**src/rtl/switch_game_pkg.sv**
```systemverilog
// Shared definitions for the switch puzzle: state encoding, board width and the target switch set.
// Kept common so the prompt and the checker always agree on TARGET_MASK.
package switch_game_pkg;

    localparam int unsigned SW_W  = 16;
    localparam int unsigned IDX_W = 4;

    localparam logic [SW_W-1:0] TARGET_MASK_DEF = 16'h2BC2;

    typedef enum logic [1:0] {
        IDLE = 2'd0,
        SEEK = 2'd1,
        SHOW = 2'd2,
        DONE = 2'd3
    } state_t;

    // Confirmed switches solid, currently prompted switch follows the blink phase.
    function automatic logic [SW_W-1:0] prompt_led(
        input logic [SW_W-1:0]  conf,
        input logic             blink,
        input logic [IDX_W-1:0] idx
    );
        return conf | (SW_W'(blink) << idx);
    endfunction

endpackage

```
**src/rtl/blink_prescaler.sv**
```systemverilog
// Blink time base: tick pulses once every TICK_DIV clocks, blink toggles on each tick.
// clr restarts both the count and the blink phase.
module blink_prescaler #(
    parameter int unsigned TICK_DIV = 25_000_000
) (
    input  logic CLOCK,
    input  logic RESET_N,
    input  logic clr,
    output logic tick,
    output logic blink
);

    localparam int unsigned CNT_W = (TICK_DIV > 2) ? $clog2(TICK_DIV) : 1;

    logic [CNT_W-1:0] r_cnt;
    logic             r_blink;

    assign tick  = (r_cnt == CNT_W'(TICK_DIV - 1));
    assign blink = r_blink;

    always_ff @(posedge CLOCK or negedge RESET_N) begin
        if (!RESET_N) begin
            r_cnt   <= '0;
            r_blink <= 1'b0;
        end else if (clr) begin
            r_cnt   <= '0;
            r_blink <= 1'b0;
        end else if (tick) begin
            r_cnt   <= '0;
            r_blink <= ~r_blink;
        end else begin
            r_cnt   <= r_cnt + CNT_W'(1);
        end
    end

endmodule

```
**src/rtl/switch_prompt.sv**
```systemverilog
// Prompts the player through TARGET_MASK in ascending order, blinking the next switch's LED.
// Optional per-step timeout when SWITCH_PROMPT_TIMEOUT_EN is defined.
module switch_prompt
    import switch_game_pkg::*;
#(
    parameter logic [SW_W-1:0] TARGET_MASK   = TARGET_MASK_DEF,
    parameter int unsigned     TICK_DIV      = 25_000_000
`ifdef SWITCH_PROMPT_TIMEOUT_EN
    ,
    parameter int unsigned     TIMEOUT_TICKS = 20
`endif
) (
    input  logic             CLOCK,
    input  logic             RESET_N,
    input  logic             arm,
    input  logic [SW_W-1:0]  sw,
    output logic [SW_W-1:0]  led,
    output logic [IDX_W-1:0] idx,
    output logic             busy,
    output logic             done
`ifdef SWITCH_PROMPT_TIMEOUT_EN
    ,
    output logic             timeout
`endif
);

    state_t           r_state;
    state_t           w_state_nxt;
    logic [IDX_W-1:0] r_p;
    logic [IDX_W-1:0] w_p_nxt;
    logic [IDX_W-1:0] r_idx;
    logic [IDX_W-1:0] w_idx_nxt;
    logic [SW_W-1:0]  r_confirmed;
    logic [SW_W-1:0]  w_conf_nxt;
    logic [SW_W-1:0]  r_sw_meta;
    logic [SW_W-1:0]  r_sw_s;
    logic [SW_W-1:0]  r_led;
    logic [SW_W-1:0]  w_led_nxt;
    logic             r_busy;
    logic             r_done;
    logic             w_clr;
    logic             w_tick;
    logic             w_blink;
    logic             w_blink_nxt;
    logic             w_expire;
    logic             w_timeout_nxt;

    assign led  = r_led;
    assign idx  = r_idx;
    assign busy = r_busy;
    assign done = r_done;

    blink_prescaler #(
        .TICK_DIV (TICK_DIV)
    ) u_prescaler (
        .CLOCK   (CLOCK),
        .RESET_N (RESET_N),
        .clr     (w_clr),
        .tick    (w_tick),
        .blink   (w_blink)
    );

    // Two-flop synchroniser for the asynchronous slide switches.
    always_ff @(posedge CLOCK or negedge RESET_N) begin
        if (!RESET_N) begin
            r_sw_meta <= '0;
            r_sw_s    <= '0;
        end else begin
            r_sw_meta <= sw;
            r_sw_s    <= r_sw_meta;
        end
    end

`ifdef SWITCH_PROMPT_TIMEOUT_EN
    localparam int unsigned STEP_W = $clog2(TIMEOUT_TICKS + 1);

    logic [STEP_W-1:0] r_step_cnt;
    logic              r_timeout;

    assign timeout  = r_timeout;
    assign w_expire = (r_state == SHOW) && w_tick &&
                      (r_step_cnt == STEP_W'(TIMEOUT_TICKS - 1));

    // Blink half-periods spent on the current step.
    always_ff @(posedge CLOCK or negedge RESET_N) begin
        if (!RESET_N) begin
            r_step_cnt <= '0;
            r_timeout  <= 1'b0;
        end else begin
            r_timeout <= w_timeout_nxt;
            if (w_clr) begin
                r_step_cnt <= '0;
            end else if ((r_state == SHOW) && w_tick) begin
                r_step_cnt <= r_step_cnt + STEP_W'(1);
            end
        end
    end
`else
    assign w_expire = 1'b0;
`endif

    always_ff @(posedge CLOCK or negedge RESET_N) begin
        if (!RESET_N) begin
            r_state     <= IDLE;
            r_p         <= '0;
            r_idx       <= '0;
            r_confirmed <= '0;
            r_led       <= '0;
            r_busy      <= 1'b0;
            r_done      <= 1'b0;
        end else begin
            r_state     <= w_state_nxt;
            r_p         <= w_p_nxt;
            r_idx       <= w_idx_nxt;
            r_confirmed <= w_conf_nxt;
            r_led       <= w_led_nxt;
            r_busy      <= (w_state_nxt == SEEK) || (w_state_nxt == SHOW);
            r_done      <= (w_state_nxt == DONE);
        end
    end

    always_comb begin
        w_state_nxt   = r_state;
        w_p_nxt       = r_p;
        w_idx_nxt     = '0;
        w_conf_nxt    = r_confirmed;
        w_clr         = 1'b0;
        w_timeout_nxt = 1'b0;

        case (r_state)
            IDLE: begin
                w_conf_nxt = '0;
                if (arm) begin
                    w_state_nxt = SEEK;
                    w_p_nxt     = '0;
                end
            end
            SEEK: begin
                if (TARGET_MASK[r_p]) begin
                    w_state_nxt = SHOW;
                    w_idx_nxt   = r_p;
                    w_clr       = 1'b1;
                end else if (r_p == IDX_W'(SW_W - 1)) begin
                    w_state_nxt = DONE;
                end else begin
                    w_p_nxt = r_p + IDX_W'(1);
                end
            end
            SHOW: begin
                w_idx_nxt = r_idx;
                if (r_sw_s[r_idx]) begin
                    w_conf_nxt[r_idx] = 1'b1;
                    w_idx_nxt         = '0;
                    if (r_idx == IDX_W'(SW_W - 1)) begin
                        w_state_nxt = DONE;
                    end else begin
                        w_state_nxt = SEEK;
                        w_p_nxt     = r_idx + IDX_W'(1);
                    end
                end else if (w_expire) begin
                    w_state_nxt   = IDLE;
                    w_idx_nxt     = '0;
                    w_conf_nxt    = '0;
                    w_timeout_nxt = 1'b1;
                end
            end
            DONE: begin
                w_state_nxt = DONE;
            end
            default: begin
                w_state_nxt = IDLE;
            end
        endcase

        // Dropping arm aborts from anywhere and outranks every other transition.
        if (!arm) begin
            w_state_nxt   = IDLE;
            w_p_nxt       = '0;
            w_idx_nxt     = '0;
            w_conf_nxt    = '0;
            w_clr         = 1'b0;
            w_timeout_nxt = 1'b0;
        end
    end

    // LED image for the state being entered, so it lines up with the blink flop.
    always_comb begin
        w_blink_nxt = w_clr ? 1'b0 : (w_blink ^ w_tick);
        w_led_nxt   = '0;
        case (w_state_nxt)
            IDLE:    w_led_nxt = '0;
            SEEK:    w_led_nxt = w_conf_nxt;
            SHOW:    w_led_nxt = prompt_led(w_conf_nxt, w_blink_nxt, w_idx_nxt);
            DONE:    w_led_nxt = TARGET_MASK;
            default: w_led_nxt = '0;
        endcase
    end

endmodule
```
**config.mk**
```make
export PLATFORM = sky130hd
export DESIGN_NAME = switch_prompt
export DESIGN_NICKNAME = d
export VERILOG_FILES = /design/src/rtl/switch_game_pkg.sv /design/src/rtl/blink_prescaler.sv /design/src/rtl/switch_prompt.sv
export SDC_FILE = /design/constraint.sdc
export NUM_CORES = 1
export LEC_CHECK = 0
export CELL_PAD_IN_SITES_DETAIL_PLACEMENT = 1
export CELL_PAD_IN_SITES_GLOBAL_PLACEMENT = 1
export CORE_UTILIZATION = 35
export DETAILED_ROUTE_END_ITERATION = 12
export GPL_TIMING_DRIVEN = 1
export PLACE_DENSITY_LB_ADDON = 0.1
export SLEW_MARGIN = 20
export SYNTH_ARGS = -nofsm -noshare
export SYNTH_HDL_FRONTEND = slang
export SYNTH_SLANG_ARGS = --single-unit
```
**constraint.sdc**
```tcl
create_clock -name CLOCK -period 4.18 [get_ports CLOCK]
set_input_delay 0.418 -clock CLOCK [delete_from_list [all_inputs] [get_ports CLOCK]]
set_output_delay 0.418 -clock CLOCK [all_outputs]
set_load 0.03 [all_outputs]
```
==> impl_metrics.csv <==
group,metric,value,unit
worst_setup_path,startpoint,"idx[0]$_DFF_PN0_",
sta,slew_violations,0,
worst_setup_path,rr_endpoint,"led[13]$_DFF_PN0_",
clocking,cts_setup_buffers,0,
worst_setup_path,slowest_delay,0.79,ns
floorplanning,die_w,118,um
worst_setup_path,end_kind,"flip-flop",
sta,timing.fmax,275,MHz
sta,period_share,87.0,%
synth,synth_edf_count,0,
synth,yosysMostFrequentCell,"dfrtp_1",
grt,antenna_found_initial,0,
floorplanning,rows,41,
finish,drive_above_1_share,7.89,%
finish,layout.nets,518,
synth,synth_common_cells,"dfrtp_1, nand2_1, nor2_1, inv_1",
synth,synth_top_cell_area_share,54.4,%
sta,worst_slew_pin_slew,1.11,ns
sta,final.setup.tns,0,ns
worst_setup_path,crit_path_top_delay_cell,"nor2b_1",
clocking,clkSinkCount,102,
synth,yosysTopAreaCell,"dfrtp_1",
synth,ys_seq_elements,102,
floorplanning,die-area,0.0139,sq mm
finish,final_cells,666,
synth,synth_flop_cell,"dfrtp_1",
drt,vias,3476,
drt,wl_per_cell,17.7,um
floorplanning,core_area,0.0128,sq mm
clocking,cts_tree,"built",
floorplanning,die_y,118,um
synth,async_flop_share,100,%
floorplanning,io_pins,41,
finish,ff_latch_area,0.00255,sq mm
worst_setup_path,rrSetupSlack,0.54,ns
drt,dr.first_iter.drc_count,120,
run_status,run_status,"completed",
power_and_ir_drop,power_leakage,2.36,nW
sta,period_needed,3.64,ns
grt,grt_pass1_wl,20.1,mm
synth,avgSynthCellArea,10.5,sq um
drt,remaining_drc_errors,0,
min_path,hold_class,"reg2reg",
clocking,root_buffer,"clkbuf_16",
finish,syn_to_final_growth,19.9,%
placed_design,placedCellCount,648,
min_path,hold_path_startpoint,"r_sw_meta[2]$_DFF_PN0_",
placed_design,dpl_cell_area,0.00528,sq mm
finish,fill_cells,1428,
grt,grt_max_degree,75,
clocking,clk_pin_slew,0.08,ns
sta,rsz0062_at_grt,"no",
sta,whs,0.349,ns
worst_setup_path,crit_chain,"buf_4, mux2i_1, mux4_2, and3_1, o21ai_0, a311oi_1, ha_1, or2_2, nor2b_1, a21oi_1, o41ai_1",
worst_setup_path,cp_num_buf_inv,1,
grt,track_usage,18.8,%
sta,relSlewSlack,25.4,%
worst_setup_path,path_delay_family,"simple AND/OR/NAND/NOR gates",
worst_setup_path,critPathRequiredTime,4.43,ns
sta,finalSetupViolCount,0,
synth,ys_seq_area_share,54.4,%
grt,grt_pass1_vias,3665,
drt,routed_wl,11.8,mm
placed_design,portBuffers,40,
synth,syn_area,0.00469,sq mm
placed_design,dp_hpwl,8.49,mm
worst_setup_path,critPathLaunchType,"flip-flop",
finish,final_area,0.00563,sq mm
drt,dr.pass1.iters,4,
clocking,numCtsBuffers,9,
placed_design,gp_congestion,0.786,
min_path,holdPathEnd,"r_sw_s[2]$_DFF_PN0_",
sta,finalHoldViolCount,0,
run,maxCapViolations,0,
synth,syn-instance-count,445,
clocking,clockBufferDepth,2,
clocking,cts-htree-levels,3,
synth,ys_warn_count,0,
synth,syn-num-nets,474,
finish,antenna_cells,0,
min_path,hold_path_depth,0,
worst_setup_path,r2r-start,"idx[0]$_DFF_PN0_",
worst_setup_path,criticalPathCategory,"reg2reg",
power_and_ir_drop,peakVddDrop,0.000235,V
drt,via_per_inst,5.22,
worst_setup_path,critPathMaxFanout,13,
sta,clock_skew,0.0142,ns
grt,grt_overflow,0,
power_and_ir_drop,powerDensity,389,mW/mm^2
floorplanning,initial_core_util,36.6,%
clocking,worst_skew_pair.late_latency,0.36,ns
finish,multi_input_area,0.00197,sq mm
synth,synthTopCellsByArea,"dfrtp_1, nand2_1, nor2_1, xnor2_1, ha_1",
synth,yosysUniqueCellTypes,64,
worst_setup_path,critPathArrivalTime,3.89,ns
drt,ant_nets,0,
worst_setup_path,reg2regPathDepth,11,
==> through the flow <==
step                utilization (%)  power, mW  setup slack (ns)
floorplan                         -       1.24             0.921
global placement               41.2       1.32             0.708
detailed placement             41.2       1.33             0.491
CTS                            43.6       2.22             0.511
global route                   43.9       2.29            0.0903
finish                         43.9       2.19             0.543
==> worst register-to-register path, stage by stage, from the launching register on <==
cell and delay (ns):
dfrtp_1 0.53, buf_4 0.25, mux2i_1 0.22, mux4_2 0.36, and3_1 0.17, o21ai_0 0.11, a311oi_1 0.42, ha_1 0.26
or2_2 0.15, nor2b_1 0.79, a21oi_1 0.17, o41ai_1 0.11
==> worst max path at each step <==
stage                        end  slack (ns)  cells after the start
6_report       led[13]$_DFF_PN0_        0.54                     11
5_1_grt        led[11]$_DFF_PN0_        0.09                     11
4_1_cts        led[13]$_DFF_PN0_        0.51                     11
3_5_place_dp   led[13]$_DFF_PN0_        0.49                     11
3_3_place_gp    led[1]$_DFF_PN0_        0.71                     11
2_1_floorplan  led[11]$_DFF_PN0_        0.92                     12
==> sequential cells by signal, summed over array words and instances, names as in the netlist <==
| name | cells |
|---|---|
| idx | 4 |
| done | 1 |
| busy | 1 |
| u_prescaler.blink | 1 |
| r_sw_meta | 16 |
| u_prescaler.r_cnt | 25 |
| led | 16 |
| r_p | 4 |
| r_confirmed | 16 |
| r_state | 2 |
| r_sw_s | 16 |
==> layer usage <==
metal  up-vias  part of all wire (%)  GRT usage [%]
li1       1668                     -              -
met1      1744                    51           27.1
met2        53                    45           28.2
met3        11                   2.9           2.62
met4         0                   1.6           7.93
met5         -                     0              0
==> power by group <==
group | switching, mW | internal (mW) | total, mW | leakage, nW
clock | 0.387 | 0.487 | 0.874 | 0.144
combinational | 0.128 | 0.0966 | 0.225 | 0.885
sequential | 0.0497 | 1.04 | 1.09 | 1.33
==> timing repair <==
action / in CTS / in global routing
hold buffers: 0 / 1
resized for setup: 0 / 0
hold endpoints to repair: 0 / 3
setup endpoints to repair: 0 / 0
==> area by class of cell <==
type	instances	area share (%)
clock buffers	11	4.31
clock inverters	5	1.16
inverters	20	1.33
multi-input cells	305	35.1
flip-flops and latches	102	45.4
well taps	172	3.82
repair buffers	51	8.94
==> cells in the final DEF, fill, tap and decap left out, types with 8 or more instances in the layout <==
cell             instances
nor2_1                  42
clkbuf_16                9
nor2b_1                  9
ha_1                    10
buf_4                   10
nor3_1                   8
mux2i_1                  9
clkdlybuf4s50_1         39
a21oi_1                 15
o31ai_1                  9
xnor2_1                 18
nand2_1                 54
nand3_1                 18
inv_1                   20
o21ai_0                 17
dfrtp_1                102
==> logic make-up (layout without fill, tap and decap cells) <==
group	after synthesis	in the layout	share of synthesized area, %
mux	13	13	3.44
fa+ha+maj	11	11	2.88
compound gates	84	84	13.0
simple gates	173	173	18.3
flops	102	102	54.4
buf+inv	38	87	3.55
xor+xnor	24	24	4.48
Note: power is estimated with default switching activity, not from simulation.
